File: src/rtl/cordic_pkg.sv
// rtl/cordic_pkg.sv - shared widths, latencies, mode encoding and atan table for the CORDIC array
package cordic_pkg;

  localparam int CORDIC_W = 16;
  localparam int ADD_LAT  = 5;

  // Per-sample operating mode carried alongside the data
  typedef enum logic {
    MODE_ROT = 1'b0,   // steer z toward zero
    MODE_VEC = 1'b1    // steer y toward zero
  } cordic_mode_e;

  // atan(2^-i) in angle units where 16'h8000 represents pi
  function automatic logic [CORDIC_W-1:0] atan_lut(input int i);
    case (i)
      0:       return 16'h2000;
      1:       return 16'h12E4;
      2:       return 16'h09FB;
      3:       return 16'h0511;
      4:       return 16'h028B;
      5:       return 16'h0146;
      6:       return 16'h00A3;
      7:       return 16'h0051;
      8:       return 16'h0029;
      9:       return 16'h0014;
      10:      return 16'h000A;
      11:      return 16'h0005;
      12:      return 16'h0003;
      13:      return 16'h0001;
      14:      return 16'h0001;
      default: return 16'h0000;
    endcase
  endfunction

endpackage

File: src/rtl/adder_pipe.sv
// rtl/adder_pipe.sv - 16-bit add/sub slice, 5 register stages, sign=1 computes a1-a2
module adder_pipe
  import cordic_pkg::*;
(
  input  logic                clk,
  input  logic [CORDIC_W-1:0] a1,
  input  logic [CORDIC_W-1:0] a2,
  input  logic                sign,
  output logic [CORDIC_W-1:0] sum
);

  localparam int H = CORDIC_W / 2;

  logic [CORDIC_W-1:0] s1_a;
  logic [CORDIC_W-1:0] s1_b;
  logic                s1_cin;
  logic [H:0]          s2_lo;
  logic [H-1:0]        s2_a_hi;
  logic [H-1:0]        s2_b_hi;
  logic [CORDIC_W-1:0] s3_sum;
  logic [CORDIC_W-1:0] s4_sum;
  logic [CORDIC_W-1:0] s5_sum;

  // Stage 1: capture operands; subtraction becomes a1 + ~a2 + 1
  always_ff @(posedge clk) begin
    s1_a   <= a1;
    s1_b   <= sign ? ~a2 : a2;
    s1_cin <= sign;
  end

  // Stage 2: low half sum with its carry out, high halves carried along
  always_ff @(posedge clk) begin
    s2_lo   <= {1'b0, s1_a[H-1:0]} + {1'b0, s1_b[H-1:0]} + {{H{1'b0}}, s1_cin};
    s2_a_hi <= s1_a[CORDIC_W-1:H];
    s2_b_hi <= s1_b[CORDIC_W-1:H];
  end

  // Stage 3: high half sum absorbs the low carry; result wraps modulo 2^16
  always_ff @(posedge clk) begin
    s3_sum <= {s2_a_hi + s2_b_hi + {{(H-1){1'b0}}, s2_lo[H]}, s2_lo[H-1:0]};
  end

  // Stages 4-5: retiming slack so the slice meets timing next to wide routing
  always_ff @(posedge clk) begin
    s4_sum <= s3_sum;
    s5_sum <= s4_sum;
  end

  assign sum = s5_sum;

endmodule

File: src/rtl/cordic_delay_line.sv
// rtl/cordic_delay_line.sv - width/depth parameterised shift register with synchronous clear
module cordic_delay_line
  import cordic_pkg::*;
#(
  parameter int WIDTH = 1,
  parameter int DEPTH = ADD_LAT
) (
  input  logic             clk,
  input  logic             reset,
  input  logic [WIDTH-1:0] d,
  output logic [WIDTH-1:0] q
);

  logic [WIDTH-1:0] taps [DEPTH];

  // Shift one tap per cycle; reset clears every tap so in-flight entries vanish
  always_ff @(posedge clk) begin
    if (reset) begin
      for (int i = 0; i < DEPTH; i++) begin
        taps[i] <= '0;
      end
    end else begin
      taps[0] <= d;
      for (int i = 1; i < DEPTH; i++) begin
        taps[i] <= taps[i-1];
      end
    end
  end

  assign q = taps[DEPTH-1];

endmodule

File: src/rtl/cordic_rot_stage.sv
// rtl/cordic_rot_stage.sv - one pipelined CORDIC micro-rotation for iteration SHIFT
module cordic_rot_stage
  import cordic_pkg::*;
#(
  parameter int                  SHIFT = 0,
  parameter logic [CORDIC_W-1:0] ATAN  = 16'h2000
) (
  input  logic                clk,
  input  logic                reset,
  input  logic                valid_in,
  input  logic                mode_in,
  input  logic [CORDIC_W-1:0] x_in,
  input  logic [CORDIC_W-1:0] y_in,
  input  logic [CORDIC_W-1:0] z_in,
  output logic                valid_out,
  output logic                mode_out,
  output logic [CORDIC_W-1:0] x_out,
  output logic [CORDIC_W-1:0] y_out,
  output logic [CORDIC_W-1:0] z_out
);

  logic                dir;
  logic [CORDIC_W-1:0] xs;
  logic [CORDIC_W-1:0] ys;
  logic [CORDIC_W-1:0] x_sum;
  logic [CORDIC_W-1:0] y_sum;
  logic [CORDIC_W-1:0] z_sum;
  logic [1:0]          align_q;
  logic                valid_d;
  logic                mode_d;

  // Direction: rotation drives z toward zero, vectoring drives y toward zero
  always_comb begin
    dir = 1'b0;
    if (mode_in == MODE_VEC) begin
      dir = y_in[CORDIC_W-1];
    end else begin
      dir = ~z_in[CORDIC_W-1];
    end
  end

  assign xs = CORDIC_W'($signed(x_in) >>> SHIFT);
  assign ys = CORDIC_W'($signed(y_in) >>> SHIFT);

  // dir=1: x-ys, y+xs, z-ATAN; dir=0: x+ys, y-xs, z+ATAN
  adder_pipe u_add_x (
    .clk  (clk),
    .a1   (x_in),
    .a2   (ys),
    .sign (dir),
    .sum  (x_sum)
  );

  adder_pipe u_add_y (
    .clk  (clk),
    .a1   (y_in),
    .a2   (xs),
    .sign (~dir),
    .sum  (y_sum)
  );

  adder_pipe u_add_z (
    .clk  (clk),
    .a1   (z_in),
    .a2   (ATAN),
    .sign (dir),
    .sum  (z_sum)
  );

  // Valid and mode travel beside the adders so they arrive with their own sums
  cordic_delay_line #(
    .WIDTH (2),
    .DEPTH (ADD_LAT)
  ) u_align (
    .clk   (clk),
    .reset (reset),
    .d     ({mode_in, valid_in}),
    .q     (align_q)
  );

  assign valid_d = align_q[0];
  assign mode_d  = align_q[1];

  // Output register: capture a finished sample, otherwise hold the last one
  always_ff @(posedge clk) begin
    if (reset) begin
      valid_out <= 1'b0;
      mode_out  <= 1'b0;
      x_out     <= '0;
      y_out     <= '0;
      z_out     <= '0;
    end else begin
      valid_out <= valid_d;
      if (valid_d) begin
        mode_out <= mode_d;
        x_out    <= x_sum;
        y_out    <= y_sum;
        z_out    <= z_sum;
      end
    end
  end

endmodule

File: config.mk
export PLATFORM = sky130hd
export DESIGN_NAME = cordic_rot_stage
export DESIGN_NICKNAME = d
export VERILOG_FILES = /design/src/rtl/cordic_pkg.sv /design/src/rtl/adder_pipe.sv /design/src/rtl/cordic_delay_line.sv /design/src/rtl/cordic_rot_stage.sv
export SDC_FILE = /design/constraint.sdc
export NUM_CORES = 1
export LEC_CHECK = 0
export ABC_AREA = 0
export CAP_MARGIN = 20
export CORE_MARGIN = 2
export CORE_UTILIZATION = 52
export CTS_BUF_LIST = sky130_fd_sc_hd__clkbuf_4
export DETAILED_ROUTE_END_ITERATION = 7
export PLACE_DENSITY_LB_ADDON = 0.1
export REMOVE_ABC_BUFFERS = 1
export SKIP_LAST_GASP = 1
export SLEW_MARGIN = 20
export SYNTH_ARGS = -nofsm -noshare
export SYNTH_HDL_FRONTEND = slang
export SYNTH_SLANG_ARGS = --single-unit
File: constraint.sdc
create_clock -name clk -period 2 [get_ports clk]
set_input_delay 0.6 -clock clk [delete_from_list [all_inputs] [get_ports clk]]
set_output_delay 0.6 -clock clk [all_outputs]
set_load 0.01 [all_outputs]
# Yosys cells after proc, flatten, opt, wreduce, memory -nomap -nowiden
# Memory sizes are Yosys's and may differ from the RTL's.
# Cells that the tools add are included.
# word_totals
reg_bits	367
mem_bits_rw	10
output_inout_bits	50
mem_count	1
# op_classes
addsub	12
muxes	12
bitwise_logic	9
# memory_table
memory	depth	width	rd	rd_ports_with_merged_regs	wr	line_no	text
u_align.taps	5	2	5	0	5	cordic_delay_line.sv:14	logic [WIDTH-1:0] taps [DEPTH];
# ops
operator	n
16-bit 2-to-1 mux	3
16-bit NOT	2
8-bit by 8-bit adder with 9-bit output	3
9-bit by 1-bit adder with 9-bit output	3
8-bit by 1-bit adder with 8-bit output	3
8-bit adder	3
2-bit 2-to-1 mux	5
1-bit OR	5
1-bit 2-to-1 mux	4
1-bit NOT	2

# Depth between registers and ports, before layout
# Gate-level depths: netlist of the first run.
# depth
depth_word	3
depth_mapped	8
ltp_nobuf	8

# By module
# From an unflattened synthesis of the first run, not the netlist that was laid out.
# hier_totals
cells_unflattened	785
hier_area_um2	10769.1
# modules_own_cells
mod	cells_each	area_each_um2	seq_area_each_um2	n_inst
adder_pipe at u_add_x ...	198	2887.8	2122.0	2
adder_pipe at u_add_z	201	2895.3	2122.0	1
cordic_rot_stage	166	1820.5	1001.0	1
cordic_delay_line	22	277.8	200.2	1

# Worst setup path before layout of the first run
# No wires, ideal clock.
# synth_path
kind	reg2reg
start	reg, netlist name u_add_z.s1_b[14]
end	reg u_add_x.s2_lo[8]
t_required_ps	1878
period_less_slack_ps	2006
t_arrival_ps	1884
setup_slack_ps	-6
stages_incl_launch_ff	7
cell_sequence	dfxtp_1 fa_1 fa_1 a21oi_1 o21ai_0 a21oi_1 o21ai_1
# synth_rtl
element	line_no	text
end signal, assigned	adder_pipe.sv:33	s2_lo <= {1'b0, s1_a[H-1:0]} + {1'b0, s1_b[H-1:0]} + {{H{1'b0}}, s1_cin};
end, declared	adder_pipe.sv:17	logic [H:0] s2_lo;

==> reports/qor.txt, run 1 <==
Die width: 142.8 µm
Final Cycle Share: 0.9633
Worst EP required: 2.51 ns
Synthesized area per cell: 13.58 µm²
Sink Count: 355
Clk root buf: clkbuf_4
Hold Path End: u_add_x.sum[9]
CP arrival: 2.44 ns
P&R area growth vs syn: 24.67%
TritonRoute pass-1 iters: 4
Total Routing Usage GR: 0.1531
Maximum clock path buffer count: 3
H-tree level count: 3
Critical-path top delay cell: fa_2
Chip height: 142.8 µm
Initial Util: 0.5334
Total Neg Setup Slack: 0 ns
Number of setup violations in the final report: 0
XOR/XNOR Fraction of Synth Area: 0.05687
Number of port buffers: 101
Power per cell area: 1272 nW/µm²
Hold Violations, Final: 0
Synth Area in Adders: 0.07324
Status: complete, no violations
Register-to-register path setup slack: 0.07 ns
Die Footprint: 20,380 µm²
Detailed placer's ending HPWL: 9.942 mm
R2R depth: 7
Register bit total from synthesis: 355
Final core occ: 0.6650
Simple-gate area share of the yosys netlist: 0.04612
Gpl congestion: 0.7879
Max FO, Critical Path: 12
First-pass GRT wire length: 24.61 mm
Layout cells sized above 1: 0.1668
CP cell instances: buf_6 -> ha_1 -> or2_2 -> fa_2 -> a21oi_2 -> o21a_1 -> o21ai_0
Primary FF master, synth: dfxtp_1
Via density: 4.477
CP endpoint kind: register
RSZ-0062 raised after global routing: true
Async S/R FF share, synth: 0
Switch share: 0.2150
Largest net degree at the start of global routing: 61
Flop pwr share: 0.554
Global route overflow: 0
1st-iter DRT viols: 151
Worst hold path class: register to register
Worst-skew pair later-pin latency: 0.65 ns
Synth warn: 0
Compound-cell area share of the yosys netlist: 0.04474
Total Nets Final: 1,022
Int Pwr: 12.47 mW
Placeable Area: 18,770 µm²
Non-Filler Instances: 1,213
Clock Skew: 0.03304 ns
Num CTS Buffers: 86
CP Class: register to register
Max VDD drop: 0.0005934 V
Sw Pwr: 3.414 mW
CTS tree: done
Slew of the pin with the lowest slew margin: 0.3733 ns
Tmin final: 1.927 ns
WL per Instance: 12.17 µm
Max frequency: 519.0 MHz
Synth Instances: 737
Reg clk slew, reported paths: 0.07 ns
Worst path max stage delay: 0.36 ns
Via count: 5,430
Mux share of post-synthesis cell area: 0.05237
DR DRC count: 0
Dpl cells: 1,064
Clock share of power: 0.370
# rows: 50
RR Endpoint: u_add_z.s2_lo[8]
I/O pin cnt: 102
Initial antenna violation count: 1
Hold path depth: 0
Reg2reg start: u_add_z.s1_b[14]
Vias in the first global route: 5,703
CP Launch Type: register
Mapped cell area: 10,010 µm²
Post-synthesis sequential area ratio: 0.7099
Post-route ant nets: 0
Post-CTS Setup Inserts: 0
Final WS setup: 0.07340 ns
CTS hold repair buffers: 0
Netlist cell types: 38
Worst setup path startpoint: u_add_z.s1_b[14]
Drt total wl: 14.76 mm
Largest family of logic cells by synthesized area: adder cells
Slew headroom: 0.7512
Slew Limit Fails: 0
Post-synth EDFFs: 0
Pre-CTS WS: -0.05716 ns
Max Cap Viol: 0
Comb pwr share: 0.077
Leakage: 5.441 nW
HP Start: u_add_x.s4_sum[9]
metrics by stage:
stage | area [µm²] | hold WS [ns] | total power [mW]
after global routing | 12480 | 0.3126 | 16.77
after global placement | 11340 | 0.3100 | 10.08
after detailed placement | 11340 | 0.3121 | 10.17
after CTS | 12420 | 0.3103 | 16.13
final | 12480 | 0.3080 | 15.88
after floorplan | 9933 | 0.3096 | 9.661
routing by layer:
layer,global-route usage,up-vias,part of all wire,wire [µm]
li1,-,2826,-,-
met1,0.1595,2477,0.41,6106
met2,0.2697,101,0.52,7707
met3,0.05265,26,0.045,662
met4,0.08546,0,0.019,285
met5,0,-,0,0
synthesized netlist by cell type (all sizes together) (2+ instances only):
library cell | number | area (µm²)
fa | 11 | 220.2
nor2b | 18 | 112.6
nor2 | 59 | 221.5
o21bai | 3 | 22.52
a211oi | 4 | 40.03
ha | 41 | 513.0
nor3 | 5 | 25.02
o21a | 2 | 15.01
a21oi | 24 | 127.6
dfxtp | 355 | 7107
o31ai | 3 | 22.52
buf | 8 | 47.54
a311o | 2 | 20.02
xor2 | 29 | 254.0
clkbuf | 8 | 30.03
nand2 | 12 | 45.04
o21ai | 18 | 90.08
xnor2 | 36 | 315.3
a221oi | 2 | 17.52
inv | 24 | 90.09
nand2b | 3 | 18.77
nand4 | 2 | 12.51
mux2i | 52 | 524.3
a21boi | 2 | 15.01
a21o | 7 | 55.06
state kept, by name (all words and copies together) (netlist names), 10 cells and up:
| register | flops |
|---|---|
| u_align.taps | 10 |
| u_add_z.s4_sum | 16 |
| u_add_y.s1_a | 16 |
| u_add_x.s1_b | 16 |
| u_add_x.s3_sum | 16 |
| z_out | 16 |
| y_out | 16 |
| u_add_y.sum | 16 |
| u_add_x.sum | 16 |
| u_add_z.s1_a | 16 |
| u_add_y.s3_sum | 16 |
| u_add_y.s1_b | 16 |
| u_add_z.sum | 16 |
| x_out | 16 |
| u_add_y.s4_sum | 16 |
| u_add_z.s3_sum | 16 |
| u_add_x.s1_a | 16 |
| u_add_x.s4_sum | 16 |
critical path, delay by kind of cell (launching register included):
family | cells | cell delay, ns
flops | 1 | 0.34
buf+inv | 1 | 0.15
compound gates | 3 | 0.43
fa+ha+maj | 2 | 0.57
simple gates | 1 | 0.32
power groups by stage:
| stage | sequential (mW) | combinational (mW) | clock (mW) |
|---|---|---|---|
| after global placement | 8.92 | 1.16 | 0 |
| final | 8.79 | 1.22 | 5.87 |
| after CTS | 8.81 | 1.20 | 6.12 |
| after global routing | 8.91 | 1.38 | 6.47 |
| after floorplan | 8.85 | 0.814 | 0 |
| after detailed placement | 8.97 | 1.20 | 0 |
how the worst max path moves through the flow:
stage / endpoint / slack, ns / cells past startpoint
after global routing: u_add_y.s3_sum[14] / -0.008 / 8
after floorplan: u_add_x.s1_b[0] / -0.39 / 2
after global placement: u_add_z.s2_lo[8] / 0.04 / 7
final: u_add_z.s2_lo[8] / 0.07 / 7
after detailed placement: u_add_z.s2_lo[8] / -0.06 / 7
after CTS: u_add_y.s3_sum[14] / 0.0001 / 8
repair_timing:
action / CTS / global route
cloned: 0 / 0
resized for setup: 52 / 19
pin swaps: 2 / 6
endpoints found under the setup margin: 54 / 15
final cells by class:
| cell class | count | area [µm²] |
|---|---|---|
| clock buffers | 126 | 945.9 |
| diodes | 2 | 5.005 |
| well taps | 234 | 292.8 |
| inverters | 24 | 90.09 |
| repair buffers | 109 | 1050 |
| fillers | 1377 | 6287 |
| multi-input cells | 342 | 2800 |
| flip-flops and latches | 355 | 7112 |
| clock inverters | 21 | 185.2 |
kinds of logic (layout without fill, tap and decap cells):
logic type / after synthesis / after routing
flip-flops: 355 / 355
AND/OR/NAND/NOR: 103 / 103
AO/OA/AOI/OAI: 70 / 70
XOR/XNOR: 65 / 65
adder cells (fa/ha/maj): 52 / 52
multiplexers: 52 / 52
buffers and inverters: 40 / 280
other: 0 / 2
cell usage in the layout, fill, tap and decap left out, drive strengths merged, types with 3 or more instances in the layout:
master / n
ha: 41
nor2: 59
a211oi: 4
o31ai: 3
a21o: 7
inv: 24
clkinv: 17
dfxtp: 355
clkdlybuf4s15: 4
clkdlybuf4s50: 50
nand2: 12
o21ai: 18
clkbuf: 126
o21bai: 3
dlygate4sd2: 46
fa: 11
xor2: 29
a21oi: 24
mux2i: 52
buf: 9
nor2b: 18
nor3: 5
xnor2: 36
bufinv: 4
nand2b: 3
Power figures use the tool's default switching activity.
==> run 2: changes to the inputs <==
Settings changed: GPL_TIMING_DRIVEN set to 1.
Clock period 2 ns to 1.75 ns, I/O delays scaled along.
==> reports/qor.txt, run 2 (same netlist as run 1, synthesis figures left out) <==
Worst EP required: 2.26 ns
Via count: 5,611
Sink Count: 355
Critical-path top delay cell: fa_2
Initial Util: 0.5334
Post-DP Area: 11,520 µm²
CP endpoint kind: register
Register-to-register path setup slack: -0.09 ns
Post-route ant nets: 0
Total Neg Setup Slack: -0.2651 ns
Placeable Area: 18,770 µm²
RSZ-0062 raised after global routing: true
Final Cycle Share: 1.050
Reg clk slew, reported paths: 0.07 ns
Number of port buffers: 101
Tmin final: 1.837 ns
CTS tree: done
Most frequent cells in the layout: dfxtp_1 (318), clkbuf_4 (120), nor2_1 (58)
CP arrival: 2.35 ns
Detailed placer's ending HPWL: 10.08 mm
Vias in the first global route: 5,868
Maximum clock path buffer count: 3
Slew headroom: 0.7966
Crit path max-delay family: compound AO/OA/AOI/OAI gates
Power per cell area: 1417 nW/µm²
Layout cells sized above 1: 0.3060
Reg2reg start: u_add_z.s2_lo[8]
Worst path max stage delay: 0.39 ns
Failing checks: setup timing
Max FO, Critical Path: 2
Via density: 4.540
Max VDD drop: 0.0008634 V
TritonRoute pass-1 iters: 4
Max frequency: 544.3 MHz
H-tree level count: 3
CTS hold repair buffers: 0
Die width: 142.8 µm
Worst hold path class: register to register
Clock Skew: 0.01335 ns
Total Routing Usage GR: 0.1577
HP Start: u_add_z.s4_sum[15]
Num CTS Buffers: 86
Stages on the worst setup path: 7
First-pass GRT wire length: 25.59 mm
Global route overflow: 0
WL per Instance: 12.68 µm
Slew Limit Fails: 0
Commonest non-fill, non-tap cell in the layout: dfxtp_1
RR Endpoint: u_add_z.s3_sum[15]
Die Footprint: 20,380 µm²
# rows: 50
Largest net degree at the start of global routing: 61
Gpl congestion: 0.8217
Hold Violations, Final: 0
1st-iter DRT viols: 183
Design Area, Final: 12,650 µm²
PnR Total Power: 17.92 mW
Max Cap Viol: 0
Initial antenna violation count: 1
DR DRC count: 0
Chip height: 142.8 µm
Final WS setup: -0.08719 ns
R2R depth: 7
Drt total wl: 15.67 mm
Total Nets Final: 1,056
CP Launch Type: register
Leakage: 5.471 nW
Number of setup violations in the final report: 7
Hold Path End: u_add_z.sum[15]
CP cell instances: fa_2 -> buf_6 -> a211oi_2 -> nor2_1 -> a311o_1 -> a21oi_2 -> xnor2_1
CP Class: register to register
Clk root buf: clkbuf_4
P&R area growth vs syn: 26.35%
Pre-CTS WS: -0.3047 ns
Slew of the pin with the lowest slew margin: 0.3050 ns
Hold path depth: 0
Status: finished, violations left
WP buf/inv: 1
Worst setup path startpoint: u_add_z.s2_lo[8]
Worst-skew pair later-pin latency: 0.62 ns
I/O pin cnt: 102
run 2: cell types whose count changed in the layout (fill, tap and decap cells not counted), sizes merged:
cell,delta
buf,+83
bufinv,-2
clkbuf,-5
clkdlybuf4s15,-4
clkinv,-5
dlygate4sd2,-46
inv,+2
run 2: per-layer routing:
| metal | global-route usage | wire [µm] |
|---|---|---|
| met3 | 0.05198 | 819 |
| met2 | 0.2791 | 8263 |
| met4 | 0.08755 | 300 |
| met5 | 0 | 0 |
| met1 | 0.1648 | 6292 |
run 2: timing repair:
item | CTS | global route
resized for setup | 262 | 34
endpoints found under the setup margin | 71 | 30
cloned | 0 | 0
setup buffers | 9 | 3
pin swaps | 40 | 32
run 2: layout make-up:
cell class,count,area (µm²)
Clock inverter,16,112.6
Sequential cell,355,7156
Fill cell,1409,6120
Multi-Input combinational cell,342,2945
Clock buffer,120,900.9
Inverter,24,90.09
Tap cell,234,292.8
Antenna cell,2,5.005
Timing Repair Buffer,143,1146
run 2: where the power goes:
| part | leakage (nW) | switching (mW) | internal (mW) |
|---|---|---|---|
| registers | 2.99 | 0.382 | 9.67 |
| logic | 1.88 | 0.783 | 0.889 |
| clock network | 0.608 | 2.78 | 3.41 |
| total | 5.47 | 3.95 | 14.0 |
run 2: how the worst max path moves through the flow:
stage                                    end  slack (ns)
after global placement      u_add_x.s2_lo[8]       -0.20
final                     u_add_z.s3_sum[15]       -0.09
after CTS                 u_add_z.s3_sum[15]       -0.07
after global routing      u_add_y.s3_sum[14]       -0.16
after floorplan              u_add_x.s1_b[0]       -0.57
after detailed placement    u_add_x.s2_lo[8]       -0.30
run 2: worst reg2reg max path, cell delays in order (launching register included):
cell,delay [ns]
dfxtp_2,0.33
fa_2,0.39
buf_6,0.13
a211oi_2,0.21
nor2_1,0.11
a311o_1,0.33
a21oi_2,0.15
xnor2_1,0.08
run 2: stage by stage:
step,hold slack [ns],utilization,instances
after global routing,0.2806,0.6739,1236
after detailed placement,0.3121,0.6138,1086
after CTS,0.2738,0.6703,1231
after global placement,0.3100,0.6138,1086
after floorplan,0.3096,-,721
final,0.3158,0.6739,1236
